$ cat src/rtl/fetch_pkg.sv
// Shared types for the instruction fetch stage: PC/instruction words, FIFO entry, FSM states.
package fetch_pkg;

  localparam int unsigned XLEN = 32;

  typedef logic [XLEN-1:0] pc_t;
  typedef logic [XLEN-1:0] instr_t;

  typedef struct packed {
    pc_t    pc;
    instr_t instr;
  } fetch_entry_t;

  typedef enum logic {
    RUN  = 1'b0,
    HOLD = 1'b1
  } fetch_state_t;

endpackage

$ cat src/rtl/instruction_fetch_if.sv
// Fetch-stage bus bundle: InstructionMemory read port, execute redirect, decode handshake.
interface instruction_fetch_if;
  import fetch_pkg::*;

  pc_t    Address;
  instr_t Instruction;
  logic   RedirectValid;
  pc_t    RedirectTarget;
  logic   OutValid;
  logic   OutReady;
  instr_t OutInstruction;
  pc_t    OutPc;

  modport master (
    output Address,
    input  Instruction,
    input  RedirectValid,
    input  RedirectTarget,
    output OutValid,
    input  OutReady,
    output OutInstruction,
    output OutPc
  );

  modport slave (
    input  Address,
    output Instruction,
    output RedirectValid,
    output RedirectTarget,
    input  OutValid,
    output OutReady,
    input  OutInstruction,
    input  OutPc
  );

endinterface

$ cat src/rtl/fetch_fifo.sv
// DEPTH-entry FIFO of fetch entries; flush beats push, a same-cycle head pop is honoured.
module fetch_fifo
  import fetch_pkg::*;
#(
  parameter int unsigned DEPTH = 2
) (
  input  logic                         clk,
  input  logic                         rst_n,
  input  logic                         push_i,
  input  fetch_entry_t                 entry_i,
  input  logic                         pop_i,
  input  logic                         flush_i,
  output fetch_entry_t                 head_o,
  output logic [$clog2(DEPTH+1)-1:0]   count_o
);

  localparam int unsigned AW = $clog2(DEPTH);
  localparam int unsigned CW = $clog2(DEPTH + 1);

  fetch_entry_t    mem_q [DEPTH];
  logic [AW-1:0]   wr_ptr_q, wr_ptr_d;
  logic [AW-1:0]   rd_ptr_q, rd_ptr_d;
  logic [CW-1:0]   count_q, count_d;

  always_comb begin
    wr_ptr_d = wr_ptr_q;
    rd_ptr_d = rd_ptr_q;
    count_d  = count_q;
    if (flush_i) begin
      wr_ptr_d = '0;
      rd_ptr_d = '0;
      count_d  = '0;
    end else begin
      if (push_i) wr_ptr_d = wr_ptr_q + AW'(1);
      if (pop_i)  rd_ptr_d = rd_ptr_q + AW'(1);
      count_d = count_q + CW'(push_i) - CW'(pop_i);
    end
  end

  always_ff @(posedge clk or negedge rst_n) begin
    if (!rst_n) begin
      wr_ptr_q <= '0;
      rd_ptr_q <= '0;
      count_q  <= '0;
      for (int i = 0; i < int'(DEPTH); i++) mem_q[i] <= '0;
    end else begin
      wr_ptr_q <= wr_ptr_d;
      rd_ptr_q <= rd_ptr_d;
      count_q  <= count_d;
      if (push_i && !flush_i) mem_q[wr_ptr_q] <= entry_i;
    end
  end

  assign head_o  = mem_q[rd_ptr_q];
  assign count_o = count_q;

endmodule

$ cat src/rtl/instruction_fetch.sv
// Fetch stage: owns the PC, reads InstructionMemory, buffers {pc, instr} for decode, handles redirects.
// Optional FETCH_PERF_EN adds FetchCount/StallCycles counters.
module instruction_fetch
  import fetch_pkg::*;
#(
  parameter pc_t         RESET_PC = 32'd0,
  parameter int unsigned DEPTH    = 2
) (
  input  logic                Clk,
  input  logic                Rst_n,
  instruction_fetch_if.master bus
`ifdef FETCH_PERF_EN
  ,
  output logic [31:0]         FetchCount,
  output logic [31:0]         StallCycles
`endif
);

  localparam int unsigned CW = $clog2(DEPTH + 1);
  localparam int unsigned UW = CW + 1;

  fetch_state_t  state_q, state_d;
  pc_t           pc_q, pc_d;
  pc_t           tag_q, tag_d;
  logic          inflight_q, inflight_d;

  logic [CW-1:0] count;
  fetch_entry_t  head;
  fetch_entry_t  capture;
  logic          pop;
  logic          redirect;
  logic          credit_ok;
  logic          issue;
  logic [UW-1:0] used;

  assign redirect  = bus.RedirectValid;
  assign pop       = bus.OutValid & bus.OutReady;
  // Slots committed after this edge: buffered + in flight, minus the entry leaving now.
  assign used      = UW'(count) + UW'(inflight_q) - UW'(pop);
  assign credit_ok = used < UW'(DEPTH);

  always_ff @(posedge Clk or negedge Rst_n) begin
    if (!Rst_n) state_q <= RUN;
    else        state_q <= state_d;
  end

  always_comb begin
    state_d = state_q;
    unique case (state_q)
      RUN:     if (!redirect && !credit_ok) state_d = HOLD;
      HOLD:    if (redirect || credit_ok)   state_d = RUN;
      default: state_d = RUN;
    endcase
  end

  // In HOLD the FIFO is exactly full with nothing in flight, so only a pop frees a slot.
  always_comb begin
    issue      = 1'b0;
    pc_d       = pc_q;
    tag_d      = tag_q;
    inflight_d = 1'b0;
    if (redirect) begin
      pc_d = bus.RedirectTarget;
    end else begin
      unique case (state_q)
        RUN:     issue = credit_ok;
        HOLD:    issue = pop;
        default: issue = 1'b0;
      endcase
      if (issue) begin
        pc_d       = pc_q + 32'd1;
        tag_d      = pc_q;
        inflight_d = 1'b1;
      end
    end
  end

  always_ff @(posedge Clk or negedge Rst_n) begin
    if (!Rst_n) begin
      pc_q       <= RESET_PC;
      tag_q      <= '0;
      inflight_q <= 1'b0;
    end else begin
      pc_q       <= pc_d;
      tag_q      <= tag_d;
      inflight_q <= inflight_d;
    end
  end

  assign capture = '{pc: tag_q, instr: bus.Instruction};

  fetch_fifo #(.DEPTH(DEPTH)) u_fifo (
    .clk     (Clk),
    .rst_n   (Rst_n),
    .push_i  (inflight_q),
    .entry_i (capture),
    .pop_i   (pop),
    .flush_i (redirect),
    .head_o  (head),
    .count_o (count)
  );

  assign bus.Address        = pc_q;
  assign bus.OutValid       = (count != '0);
  assign bus.OutInstruction = head.instr;
  assign bus.OutPc          = head.pc;

`ifdef FETCH_PERF_EN
  logic [31:0] fetch_count_q;
  logic [31:0] stall_cycles_q;

  always_ff @(posedge Clk or negedge Rst_n) begin
    if (!Rst_n) begin
      fetch_count_q  <= '0;
      stall_cycles_q <= '0;
    end else begin
      fetch_count_q  <= fetch_count_q + 32'(pop);
      stall_cycles_q <= stall_cycles_q + 32'(!bus.OutValid);
    end
  end

  assign FetchCount  = fetch_count_q;
  assign StallCycles = stall_cycles_q;
`endif

endmodule

$ cat src/flat_wrapper.sv
// flat-port wrapper written by rule: the top's interface ports become plain ports
module instruction_fetch_flat import fetch_pkg::*;
#(
  parameter pc_t         RESET_PC = 32'd0,
  parameter int unsigned DEPTH    = 2
)
  (Clk, Rst_n, bus_Address, bus_Instruction, bus_RedirectValid, bus_RedirectTarget, bus_OutValid, bus_OutReady, bus_OutInstruction, bus_OutPc);
  instruction_fetch_if bus_i ();
  input  logic Clk;
  input  logic Rst_n;
  output wire logic [$bits(bus_i.Address)-1:0] bus_Address;
  input wire logic [$bits(bus_i.Instruction)-1:0] bus_Instruction;
  input wire logic [$bits(bus_i.RedirectValid)-1:0] bus_RedirectValid;
  input wire logic [$bits(bus_i.RedirectTarget)-1:0] bus_RedirectTarget;
  output wire logic [$bits(bus_i.OutValid)-1:0] bus_OutValid;
  input wire logic [$bits(bus_i.OutReady)-1:0] bus_OutReady;
  output wire logic [$bits(bus_i.OutInstruction)-1:0] bus_OutInstruction;
  output wire logic [$bits(bus_i.OutPc)-1:0] bus_OutPc;
  assign bus_Address = bus_i.Address;
  assign bus_i.Instruction = bus_Instruction;
  assign bus_i.RedirectValid = bus_RedirectValid;
  assign bus_i.RedirectTarget = bus_RedirectTarget;
  assign bus_OutValid = bus_i.OutValid;
  assign bus_i.OutReady = bus_OutReady;
  assign bus_OutInstruction = bus_i.OutInstruction;
  assign bus_OutPc = bus_i.OutPc;
  instruction_fetch #(.RESET_PC(RESET_PC), .DEPTH(DEPTH)) u_core (.Clk(Clk), .Rst_n(Rst_n), .bus(bus_i));
endmodule
$ cat config.mk
export PLATFORM = sky130hd
export DESIGN_NAME = instruction_fetch_flat
export DESIGN_NICKNAME = d
export VERILOG_FILES = /design/src/rtl/fetch_pkg.sv /design/src/rtl/instruction_fetch_if.sv /design/src/rtl/fetch_fifo.sv /design/src/rtl/instruction_fetch.sv /design/src/flat_wrapper.sv
export SDC_FILE = /design/constraint.sdc
export NUM_CORES = 1
export LEC_CHECK = 0
export ABC_AREA = 1
export BUFFER_PORTS_ARGS = -buffer_cell sky130_fd_sc_hd__buf_4
export CORE_ASPECT_RATIO = 1.25
export CORE_UTILIZATION = 23
export CTS_CLUSTER_SIZE = 12
export DETAILED_ROUTE_END_ITERATION = 10
export SYNTH_ARGS = -nofsm -noshare
export SYNTH_HDL_FRONTEND = slang
export SYNTH_SLANG_ARGS = --single-unit
$ cat constraint.sdc
create_clock -name Clk -period 2.9 [get_ports Clk]
set_clock_uncertainty 0.1 [all_clocks]
set_input_delay 0.58 -clock Clk [delete_from_list [all_inputs] [get_ports Clk]]
set_output_delay 0.58 -clock Clk [all_outputs]
set_load 0.01 [all_outputs]
==> metrics.json <==
{
  "floorplan.initialDensity": {"value": 23.5, "unit": "%"},
  "postSynthCellCount": {"value": 1252},
  "final.setup.tns": {"value": 0, "unit": "ns"},
  "clock-root-buffer": {"value": "clkbuf_16"},
  "rsz0062_at_grt": {"value": "no"},
  "areaGrowthSynthToFinish": {"value": 27.1, "unit": "%"},
  "replace_congestion": {"value": 0.871},
  "antenna_found_initial": {"value": 0},
  "yosys_register_bits": {"value": 198},
  "synth_top_area_cell": {"value": "dfrtp_1"},
  "ant_nets": {"value": 0},
  "grt_remaining_overflow": {"value": 0},
  "ios": {"value": 165},
  "relSlewSlack": {"value": 58.2, "unit": "%"},
  "number_of_placement_rows": {"value": 82},
  "path_class": {"value": "flip-flop to primary output"},
  "cp.required": {"value": 2.22, "unit": "ns"},
  "dp.final_hpwl": {"value": 18300, "unit": "microns"},
  "die_w": {"value": 183, "unit": "microns"},
  "place_inst": {"value": 1922},
  "drc": {"value": 0},
  "timing.final.hold_violations": {"value": 0},
  "drt_iter0_drcs": {"value": 492},
  "path_clk_slew": {"value": 0.08, "unit": "ns"},
  "netlist_area": {"value": 9470, "unit": "sq um"},
  "post-place-ws": {"value": 0.171, "unit": "ns"},
  "port_buffers": {"value": 164},
  "synthesis.nets": {"value": 1323},
  "finalSetupViolCount": {"value": 0},
  "tritoncts.num_buffers": {"value": 17},
  "worst_slack": {"value": 0.284, "unit": "ns"},
  "most_frequent_cells_in_the_layout": {"value": "nand2_1, dfrtp_1, buf_4"},
  "power_density": {"value": 1090, "unit": "nW/um^2"},
  "grt_use_total": {"value": 12.7, "unit": "%"},
  "final_max_slew_viol_count": {"value": 0},
  "fin_crit": {"value": 2.62, "unit": "ns"},
  "synthTopCellsByArea": {"value": "dfrtp_1, nand2_1, o21ai_0"},
  "grt_max_degree": {"value": 107},
  "grt_first_pass_wirelength": {"value": 41400, "unit": "microns"},
  "postLayoutCoreUtil": {"value": 29.9, "unit": "%"},
  "clkLatencyLatePin": {"value": 0.45, "unit": "ns"},
  "synth-seq-area-share": {"value": 52.3, "unit": "%"},
  "power.leakage": {"value": 6.19, "unit": "nW"},
  "result_of_the_run": {"value": "complete, no violations"},
  "max_freq": {"value": 382, "unit": "MHz"},
  "worst_setup_path_end_kind": {"value": "primary output"},
  "cts_tree": {"value": "done"},
  "most_common_cell_after_layout_fill_and_taps_aside": {"value": "nand2_1"},
  "placeableCoreArea": {"value": 40300, "unit": "sq um"},
  "route.final.wire_length": {"value": 25800, "unit": "microns"},
  "viasPerCell": {"value": 4.16},
  "post_route_cells_drive_above_1_share": {"value": 17.0, "unit": "%"},
  "postSynthAreaPerCell": {"value": 7.56, "unit": "sq um"},
  "post_synth_num_cell_types": {"value": 29},
  "power.ir.vdd_worst": {"value": 0.490, "unit": "mV"},
  "worst_pin_slew": {"value": 0.627, "unit": "ns"},
  "critical_path.startpoint_type": {"value": "flip-flop"},
  "worst-endpoint-arrival": {"value": 1.94, "unit": "ns"},
  "holdCritPathClass": {"value": "input pin to async pin"},
  "final-instance-count-excl-fill": {"value": 1954},
  "h-tree-depth": {"value": 4},
  "hold_slack_final": {"value": 0.0442, "unit": "ns"},
  "postCtsResizedCells": {"value": 0},
  "fin_crit_sh": {"value": 90.2, "unit": "%"},
  "die_height": {"value": 229, "unit": "microns"},
  "cap_viol_max_count": {"value": 0},
  "finalNetCount": {"value": 1466},
  "die_footprint": {"value": 42000, "unit": "sq um"},
  "post-cts-setup-buffer-count": {"value": 0},
  "cts_num_sinks": {"value": 198},
  "n_antenna_cell": {"value": 0},
  "routed_wire_per_std_cell": {"value": 13.2, "unit": "microns"},
  "cts_buffer_depth": {"value": 2},
  "ys_warn_count": {"value": 0},
  "num_vias": {"value": 8126},
  "drt-pass1-iter-count": {"value": 6},
  "timing.critical_path.fanout_max": {"value": 31},
  "yosysTopAreaCellShare": {"value": 52.3, "unit": "%"},
  "cts.hold.buffers_added": {"value": 0},
  "grt_pass1_vias": {"value": 7681}
}
## sequential cells by signal, summed over array words and instances (netlist names)
name / flops
u_core.u_fifo.wr_ptr_q: 1
u_core.state_q: 1
u_core.inflight_q: 1
u_core.u_fifo.mem_q: 128
u_core.u_fifo.rd_ptr_q: 1
u_core.bus.Address: 32
u_core.u_fifo.count_o: 2
u_core.tag_q: 32
## path summary, 6_finish.rpt
kind,startpoint,end,slack [ns],cells after the start
max in group asynchronous,Rst_n,u_core.u_fifo.mem_q[7],1.91,2
min,Rst_n,u_core.u_fifo.mem_q[92],0.04,1
max reg2reg,u_core.u_fifo.count_o[1],u_core.tag_q[27],0.30,14
max,u_core.u_fifo.rd_ptr_q,bus_OutPc[12],0.28,4
min in group Clk,bus_RedirectTarget[3],u_core.bus.Address[3],0.23,3
min reg2reg,u_core.u_fifo.mem_q[85],u_core.u_fifo.mem_q[85],0.39,2
## critical path: stages, from the launching register on
cell and delay, ns:
dfrtp_2 0.61, buf_4 0.44, nand2_1 0.09, nand2_1 0.17, buf_4 0.16
## kinds of logic (layout without fill, tap and decap cells)
logic type | Yosys count | count (layout) | share of synthesized area [%]
adders and majority gates | 3 | 3 | 0.476
buffers and inverters | 183 | 339 | 8.03
AOI/OAI and AO/OA | 172 | 172 | 9.14
DFF | 198 | 198 | 52.3
and+or+nand+nor | 688 | 688 | 29.3
xor gates and xnor gates | 8 | 8 | 0.740
## cells in the mapped netlist (all sizes together)
library cell / n
clkbuf: 36
buf: 24
nand3: 49
dfrtp: 198
fa: 1
nand3b: 4
xnor2: 3
nand2: 579
o21bai: 1
xor2: 5
o21a: 1
ha: 2
a21oi: 1
o21ai: 169
inv: 123
nor2: 56
## power breakdown
group          internal (mW)  switching (mW)  total (mW)
Combinational           2.33            3.23        5.56
Clock                   1.34            1.25        2.59
Sequential              4.03           0.987        5.02
Total                   7.70            5.46        13.2
## final cells by class
| type | instances | area (sq um) |
|---|---|---|
| fillers | 4398 | 28300 |
| flip-flops and latches | 198 | 4960 |
| multi-input cells | 871 | 3770 |
| repair buffers | 184 | 1510 |
| well taps | 546 | 683 |
| inverters | 123 | 462 |
| clock buffers | 17 | 425 |
| clock inverters | 15 | 231 |
## stage by stage
stage               cell area [sq um]  total power, mW
global route                    12000             14.3
CTS                             12000             13.4
detailed placement              11400             10.7
floorplan                        9470             8.25
global placement                11400             10.6
finish                          12000             13.2
## per-layer routing
layer / track usage [%] / part of all wire, %
met2: 21.1 / 49
met1: 16.2 / 45
met4: 5.00 / 2.1
met3: 2.25 / 4.0
met5: 0 / 0
Power figures use the tool's default switching activity.
